File: config.mk
export PLATFORM = sky130hd
export DESIGN_NAME = bnn_neuron_scheduler
export DESIGN_NICKNAME = d
export VERILOG_FILES = /design/src/rtl/bnn_neuron_scheduler.sv
export SDC_FILE = /design/constraint.sdc
export NUM_CORES = 1
export LEC_CHECK = 0
export BUFFER_PORTS_ARGS = -buffer_cell sky130_fd_sc_hd__clkbuf_2
export CORE_MARGIN = 5
export CORE_UTILIZATION = 60
export CTS_CLUSTER_SIZE = 40
export DETAILED_ROUTE_END_ITERATION = 12
export GPL_ROUTABILITY_DRIVEN = 0
export GPL_TIMING_DRIVEN = 1
export PLACE_DENSITY_LB_ADDON = 0.08
export SKIP_LAST_GASP = 1
export SLEW_MARGIN = 20
export SYNTH_ARGS = -nofsm -noshare
export SYNTH_HDL_FRONTEND = slang
export SYNTH_SLANG_ARGS = --single-unit
export TNS_END_PERCENT = 100
File: constraint.sdc
create_clock -name clk -period 12.2 [get_ports clk]
set_clock_uncertainty 0.15 [all_clocks]
set_input_delay 2.44 -clock clk [delete_from_list [all_inputs] [get_ports clk]]
set_output_delay 2.44 -clock clk [all_outputs]
set_load 0.02 [all_outputs]
File: src/rtl/bnn_neuron_scheduler.sv
// bnn_neuron_scheduler
// Evaluates the 20 neurons of the 8-8-4 binary network (L1: 0-7, L2: 8-15,
// L3: 16-19) one per enabled clock on a single XNOR-popcount-threshold
// engine. Weights and thresholds arrive combinationally from the external
// bank for the registered address w_addr. A run is a start/busy/done
// transaction. result and l2_hi change only on the completion edge.
module bnn_neuron_scheduler #(
  parameter int N_L1 = 8,
  parameter int N_L2 = 8,
  parameter int N_L3 = 4
) (
  input  logic                clk,
  input  logic                reset,
  input  logic                ena,
  input  logic                start,
  input  logic [N_L1-1:0]     in_vec,
  output logic [4:0]          w_addr,
  input  logic [N_L1-1:0]     w_data,
  input  logic [3:0]          t_data,
  output logic                busy,
  output logic                done,
  output logic [N_L3-1:0]     result,
  output logic [3:0]          l2_hi
);

  // The shared engine's operand width. L2 and L3 consume buffers of this width.
  localparam int XW = N_L1;
  // Width of the popcount sum, 0..XW.
  localparam int SW = $clog2(XW + 1);
  // Width of the local counter. It must span the widest layer.
  localparam int IW = $clog2(N_L1);
  // Width of the global neuron index.
  localparam int AW = 5;

  typedef enum logic [1:0] {
    ST_IDLE,
    ST_L1,
    ST_L2,
    ST_L3
  } state_t;

  state_t            r_state;
  logic [IW-1:0]     r_idx;
  logic [AW-1:0]     r_addr;
  logic [XW-1:0]     r_x;
  logic [XW-1:0]     r_l1;
  logic [XW-1:0]     r_l2;
  logic [N_L3-1:0]   r_l3;
  logic              r_busy;
  logic              r_done;
  logic [N_L3-1:0]   r_result;
  logic [3:0]        r_l2_hi;

  logic [XW-1:0]     w_x;
  logic [XW-1:0]     w_dst;
  logic [XW-1:0]     w_mask;
  logic [XW-1:0]     w_dst_next;
  logic [SW-1:0]     w_sum;
  logic              w_fire;
  logic              w_last;

  // Count of ones in an operand. XNOR matches are the ones in ~(x ^ w).
  function automatic logic [SW-1:0] popcount(input logic [XW-1:0] v);
    logic [SW-1:0] c;
    c = '0;
    for (int i = 0; i < XW; i++) begin
      c = c + SW'(v[i]);
    end
    return c;
  endfunction

  // Unsigned compare on widened operands, so thresholds above XW never fire.
  function automatic logic fires(input logic [SW-1:0] sum, input logic [3:0] thr);
    return (32'(sum) >= 32'(thr));
  endfunction

  // Select the engine operand, the buffer being filled and the end-of-layer flag.
  always_comb begin
    w_x    = r_x;
    w_dst  = r_l1;
    w_last = 1'b0;
    case (r_state)
      ST_L1: begin
        w_x    = r_x;
        w_dst  = r_l1;
        w_last = (r_idx == IW'(N_L1 - 1));
      end
      ST_L2: begin
        w_x    = r_l1;
        w_dst  = r_l2;
        w_last = (r_idx == IW'(N_L2 - 1));
      end
      ST_L3: begin
        w_x    = r_l2;
        w_dst  = XW'(r_l3);
        w_last = (r_idx == IW'(N_L3 - 1));
      end
      default: begin
        w_x    = r_x;
        w_dst  = r_l1;
        w_last = 1'b0;
      end
    endcase
  end

  // One neuron evaluation, with fire merged into bit idx of the destination buffer.
  always_comb begin
    w_sum      = popcount(~(w_x ^ w_data));
    w_fire     = fires(w_sum, t_data);
    w_mask     = XW'(1) << r_idx;
    w_dst_next = (w_dst & ~w_mask) | (w_mask & {XW{w_fire}});
  end

  // Sequencer. Every enabled cycle in a layer state evaluates one neuron.
  // Addresses run 0..19 because the layer bases are contiguous.
  // done is a one-edge pulse and clears even when ena is low.
  always_ff @(posedge clk or posedge reset) begin
    if (reset) begin
      r_state  <= ST_IDLE;
      r_idx    <= '0;
      r_addr   <= '0;
      r_x      <= '0;
      r_l1     <= '0;
      r_l2     <= '0;
      r_l3     <= '0;
      r_busy   <= 1'b0;
      r_done   <= 1'b0;
      r_result <= '0;
      r_l2_hi  <= '0;
    end else begin
      r_done <= 1'b0;
      if (ena) begin
        case (r_state)
          ST_IDLE: begin
            if (start) begin
              r_x     <= in_vec;
              r_idx   <= '0;
              r_addr  <= '0;
              r_busy  <= 1'b1;
              r_state <= ST_L1;
            end
          end
          ST_L1: begin
            r_l1   <= w_dst_next;
            r_addr <= r_addr + AW'(1);
            if (w_last) begin
              r_idx   <= '0;
              r_state <= ST_L2;
            end else begin
              r_idx <= r_idx + IW'(1);
            end
          end
          ST_L2: begin
            r_l2   <= w_dst_next;
            r_addr <= r_addr + AW'(1);
            if (w_last) begin
              r_idx   <= '0;
              r_state <= ST_L3;
            end else begin
              r_idx <= r_idx + IW'(1);
            end
          end
          ST_L3: begin
            r_l3 <= w_dst_next[N_L3-1:0];
            if (w_last) begin
              r_idx    <= '0;
              r_addr   <= '0;
              r_result <= w_dst_next[N_L3-1:0];
              r_l2_hi  <= r_l2[XW-1:XW-4];
              r_done   <= 1'b1;
              r_busy   <= 1'b0;
              r_state  <= ST_IDLE;
            end else begin
              r_idx  <= r_idx + IW'(1);
              r_addr <= r_addr + AW'(1);
            end
          end
          default: begin
            r_state <= ST_IDLE;
          end
        endcase
      end
    end
  end

  assign w_addr = r_addr;
  assign busy   = r_busy;
  assign done   = r_done;
  assign result = r_result;
  assign l2_hi  = r_l2_hi;

endmodule

# [Word-level counts from Yosys, hierarchy flattened]
# Cells that the tools add are included.
[word_totals] register_bits=48
[classes] muxes=20 add_sub_neg=9 shift=1 n_eq_ne=9 reduce_logical=12 bitwise=6 order_cmp=1
[op_table] cell="8-bit case mux with 2 select lines" n=2
[op_table] cell="4-bit by 1-bit adder with 4-bit output" n=4
[op_table] cell="8-bit AND" n=2
[op_table] cell="8-bit inverter" n=2
[op_table] cell="5-bit case mux with 3 select lines" n=1
[op_table] cell="5-bit 2-to-1 mux" n=2
[op_table] cell="2-bit 2-to-1 mux" n=4
[op_table] cell="2-bit != test, second input constant" n=4
[op_table] cell="8-bit bitwise OR" n=1
[op_table] cell="2-bit case mux with 4 select lines" n=1
[op_table] cell="2-bit AND reduction" n=4
[op_table] cell="1-bit by 3-bit << shifter with 8-bit output, first input constant" n=1
[op_table] cell="8-bit bitwise XOR" n=1
[op_table] cell="3-bit 2-to-1 mux" n=2
[op_table] cell="3-bit case mux with 2 select lines" n=1
[op_table] cell="3-bit AND reduction" n=2
[op_table] cell="5-bit by 1-bit adder with 5-bit output, second input constant" n=1
[op_table] cell="1-bit 2-to-1 mux" n=5
[op_table] cell="5-bit AND reduction" n=1
[op_table] cell="3-bit by 1-bit adder with 4-bit output" n=1
[op_table] cell="2-bit == test, second input constant" n=2
[op_table] cell="4-bit greater-or-equal comparator" n=1
[op_table] cell="1-bit case mux with 2 select lines" n=2
[op_table] cell="4-bit AND reduction" n=1
[op_table] cell="other kinds (10)" n=10

# [Logic depth before layout (Yosys ltp)]
[depth] ltp_word=14 ltp_mapped=20

# [Worst setup path before layout]
# Ideal clock, no wire load.
[synth_path] path_kind="in2reg" start="in w_data[1]" end="reg r_result[0] (netlist: result[0])" arrival_time_ns=6.083 required_time_ns=11.925 cell_stages=13 setup_time_ns=0.125 setup_slack_ns=5.842 cell_sequence="xnor2_1 > fa_1 > inv_1 > fa_1 > inv_1 > fa_1 > ha_1 > fa_1 > ha_1 > or3b_4 > a211oi_2 > a22oi_1 > mux2_2"
[synth_via] elab_chain_len=12
[synth_lines] element="start, declared" line="18" text="input logic [N_L1-1:0] w_data,"
[synth_lines] element="8-bit bitwise XOR" line="108" text="w_sum = popcount(~(w_x ^ w_data));"
[synth_lines] element="8-bit inverter" line="108"
[synth_lines] element="1-bit by 1-bit adder with 2-bit output" line="67" text="c = c + SW'(v[i]);"
[synth_lines] element="2-bit by 1-bit adder with 3-bit output" line="67"
[synth_lines] element="3-bit by 1-bit adder with 4-bit output" line="67"
[synth_lines] element="4-bit by 1-bit adder with 4-bit output (4 in a row)" line="67"
[synth_lines] element="4-bit greater-or-equal comparator" line="74" text="return (32'(sum) >= 32'(thr));"
[synth_lines] element="8-bit AND" line="111" text="w_dst_next = (w_dst & ~w_mask) | (w_mask & {XW{w_fire}});"
[synth_lines] element="8-bit bitwise OR" line="111"
[synth_lines] element="end signal, assigned" line="168" text="r_result <= w_dst_next[N_L3-1:0];"
[synth_lines] element="end, declared" line="51" text="logic [N_L3-1:0] r_result;"
# Every way passes these cells.
# A chain may end at the register's enable or synchronous reset.

# [Worst setup path after layout]
[layout_path] start="in w_data[1]" end="reg r_l3[3]"
[layout_via] elab_chain_len=12
[layout_lines] element="8-bit bitwise XOR" line="108"
[layout_lines] element="8-bit inverter" line="108"
[layout_lines] element="1-bit by 1-bit adder with 2-bit output" line="67"
[layout_lines] element="2-bit by 1-bit adder with 3-bit output" line="67"
[layout_lines] element="3-bit by 1-bit adder with 4-bit output" line="67"
[layout_lines] element="4-bit by 1-bit adder with 4-bit output (4 in a row)" line="67"
[layout_lines] element="4-bit greater-or-equal comparator" line="74"
[layout_lines] element="8-bit AND" line="111"
[layout_lines] element="8-bit bitwise OR" line="111"
[layout_lines] element="end signal, assigned" line="164" text="r_l3 <= w_dst_next[N_L3-1:0];"
[layout_lines] element="end, declared" line="48" text="logic [N_L3-1:0] r_l3;"
# Every way passes these cells.

==> run metrics <==
Routed WL slightly above 6000 um; Vias/cell between 6 and 7; DRC 0; grt total ovfl 0; Die ar. about 6300 um2; Starting Density 0.612; setup TNS 0 ps; Total Routing Usage GR 0.213; Fin. Hold Viols 0; Yosys cell types 41; slowest stage delay, CP around 540 ps; clk buf depth 2; RSZ-0062 raised after global routing no; final hold slack 336 ps; Post-CTS Hold Fix Bufs 0; Cells on Worst Hold Path 2; Mapped Nets between 300 and 400; Startpoint Class input pin; Finished Cell Area 3190 um2; global-route wire length before repair ~10,000 um; Top FF cell, synth dfrtp_1; Slew Limit Fails 0; Antenna diodes 0; number of global-route vias before repair 2,121; largest net degree at the start of global routing 49; cells along the critical path clkbuf_2, xnor2_1, fa_1, inv_1, fa_1, inv_1, fa_1, ha_1, fa_1, ha_1, or3b_4, a21oi_2, a22oi_1, mux2_2; Max-Cap Viols 0; leading area contributor after synthesis dfrtp_1; I/O pin count 39; Final ANT Viol Nets 0; status finished, final reports clean; worst slew pin tran roughly 850 ps; core area 4690 um2; Final Critical Period roughly 6400 ps; synthesized instance count 262; Async SR Flop Fraction 1.00; Skew-Pair Late Insertion Delay roughly 310 ps; via count 2,119; Synth top area share 0.418; Post-DP Area ~3000 um2; share of cells above drive strength 1 0.299; crit path max fanout 5; top cells by area, synth dfrtp_1 (42%), mux2_2 (15%), ha_1 (8.3%); CP Buf/Inv Count 3; initial antenna violation count 0; H-Tree Depth 2; mean area per synthesized cell 11.0 um2; hold crit path type register to register; CTS tree built; register area share after synthesis 0.418; crit end category register; Post-synth EDFFs 0; drt pass-1 iters 4; CP Data Arrival Time between 6000 and 7000 ps; Synth Cell Area approximately 2900 um2; Die Ht about 80 um; Slew headroom 0.436; warnings from Yosys 0; DP HPWL 4370 um; Final Util 0.680; Worst path depth 14; Net count, final ~340; die width 79.2 um; clock buffer count from CTS 5; CP dominant cell by count fa_1; CP Data Required Time between 10,000 and 15,000 ps; IO Port Bufs 38; Reg clk slew, reported paths 90 ps; Achievable Freq approximately 160 MHz; fin crit share 0.523; cell row count 25; area grow syn2layout 11.1%; Seq cells post-synth 48; final setup vio count 0; CP Class input pin to register; CP top delay family adder cells; Max stage delay cell, worst path fa_1; WL per Instance 17.3 um; Clock Sinks 48; R2R depth 18; postcts setup bufs 0; cts repair resizes 0; DRT iter0 DRCs 130; Clock Tree Root clkbuf_8
layout make-up:
class                      instances  area (um2)
fill                             387        1500
inverter                          14        53.8
sequential                        48        1200
timing repair buffer              39         198
tap                               54        67.6
clock buffer                       6        72.6
multi-input combinational        189        1560
clock inverter                     2        35.0
state kept, by name (all words and copies together), names as in the netlist:
register,cells
r_l1,8
r_l2,8
r_x,8
w_addr,5
l2_hi,4
r_l3,4
result,4
r_idx,3
r_state,2
busy,1
done,1
synthesized netlist by cell type, types with 2 or more instances:
library cell / count
mux2_2: 37
dfrtp_1: 48
nand3_1: 3
buf_2: 8
nor2b_1: 13
clkbuf_1: 2
nor2_1: 3
nand2b_1: 6
o211a_1: 4
a22oi_1: 4
xor2_1: 2
o21ai_0: 13
xnor2_1: 7
a31oi_1: 3
nor3b_1: 3
or3_1: 3
o31ai_1: 2
nand3b_1: 2
inv_1: 13
a221oi_1: 6
a311oi_1: 6
fa_1: 4
nand2_1: 17
a21oi_1: 18
ha_1: 19
worst register-to-register path: stages, from the launching register on:
cell      delay, ps
dfrtp_1         410
inv_1           130
ha_1            670
nor2b_1         120
a311oi_1        260
a21oi_1          80
xnor2_1         170
fa_1            540
inv_1            50
fa_1            530
inv_1            50
fa_1            470
ha_1            230
fa_1            440
ha_1            220
or3b_4          410
a21oi_2         300
a22oi_1         210
mux2_2          300
final timing paths:
| kind | from | end | slack, ps |
|---|---|---|---|
| worst max-delay path | w_data[1] | r_l3[3] | 5810 |
| worst min-delay path | busy | busy | 340 |
| max in group asynchronous | reset | r_state[1] | 9290 |
| min in group asynchronous | reset | r_x[3] | 2090 |
| worst max register to register | r_state[0] | r_l3[3] | 6340 |
| worst min register to register | busy | busy | 340 |
cell families (layout without fill, tap and decap cells):
kind of cell	after synthesis	in the layout	synth area share
DFF	48	48	0.418
xor gates and xnor gates	9	9	0.0275
AOI/OAI and AO/OA	64	64	0.153
and+or+nand+nor	55	55	0.105
muxes	38	38	0.149
buffers and inverters	25	61	0.0375
adders and majority gates	23	23	0.111
placed cells by master, fill, tap and decap left out, types with 4 or more instances in the layout:
master | netlist | final
a21oi_1 | 18 | 18
a221oi_1 | 6 | 6
a22oi_1 | 4 | 4
a311oi_1 | 6 | 6
clkbuf_2 | 0 | 38
clkbuf_8 | 0 | 5
dfrtp_1 | 48 | 48
fa_1 | 4 | 4
ha_1 | 19 | 19
inv_1 | 13 | 12
mux2_2 | 37 | 37
nand2_1 | 17 | 17
nand2b_1 | 6 | 6
nor2b_1 | 13 | 13
o211a_1 | 4 | 4
o21ai_0 | 13 | 13
xnor2_1 | 7 | 7
per-stage QoR:
step | instances | worst slack (ps)
floorplan | 262 | 5840
global placement | 344 | 5560
detailed placement | 344 | 5480
CTS | 352 | 5800
global route | 352 | 5680
finish | 352 | 5810
metal layers:
layer	track usage	part of all wire	vias to the layer above
met5	0	0	-
met4	0.0825	0.019	0
met1	0.302	0.45	1061
met3	0.0340	0.038	8
li1	-	-	1012
met2	0.328	0.49	38
Power is left out: the tool's default activity adds up to more than one toggle a clock period on the data nets, which glitch-free logic cannot reach.
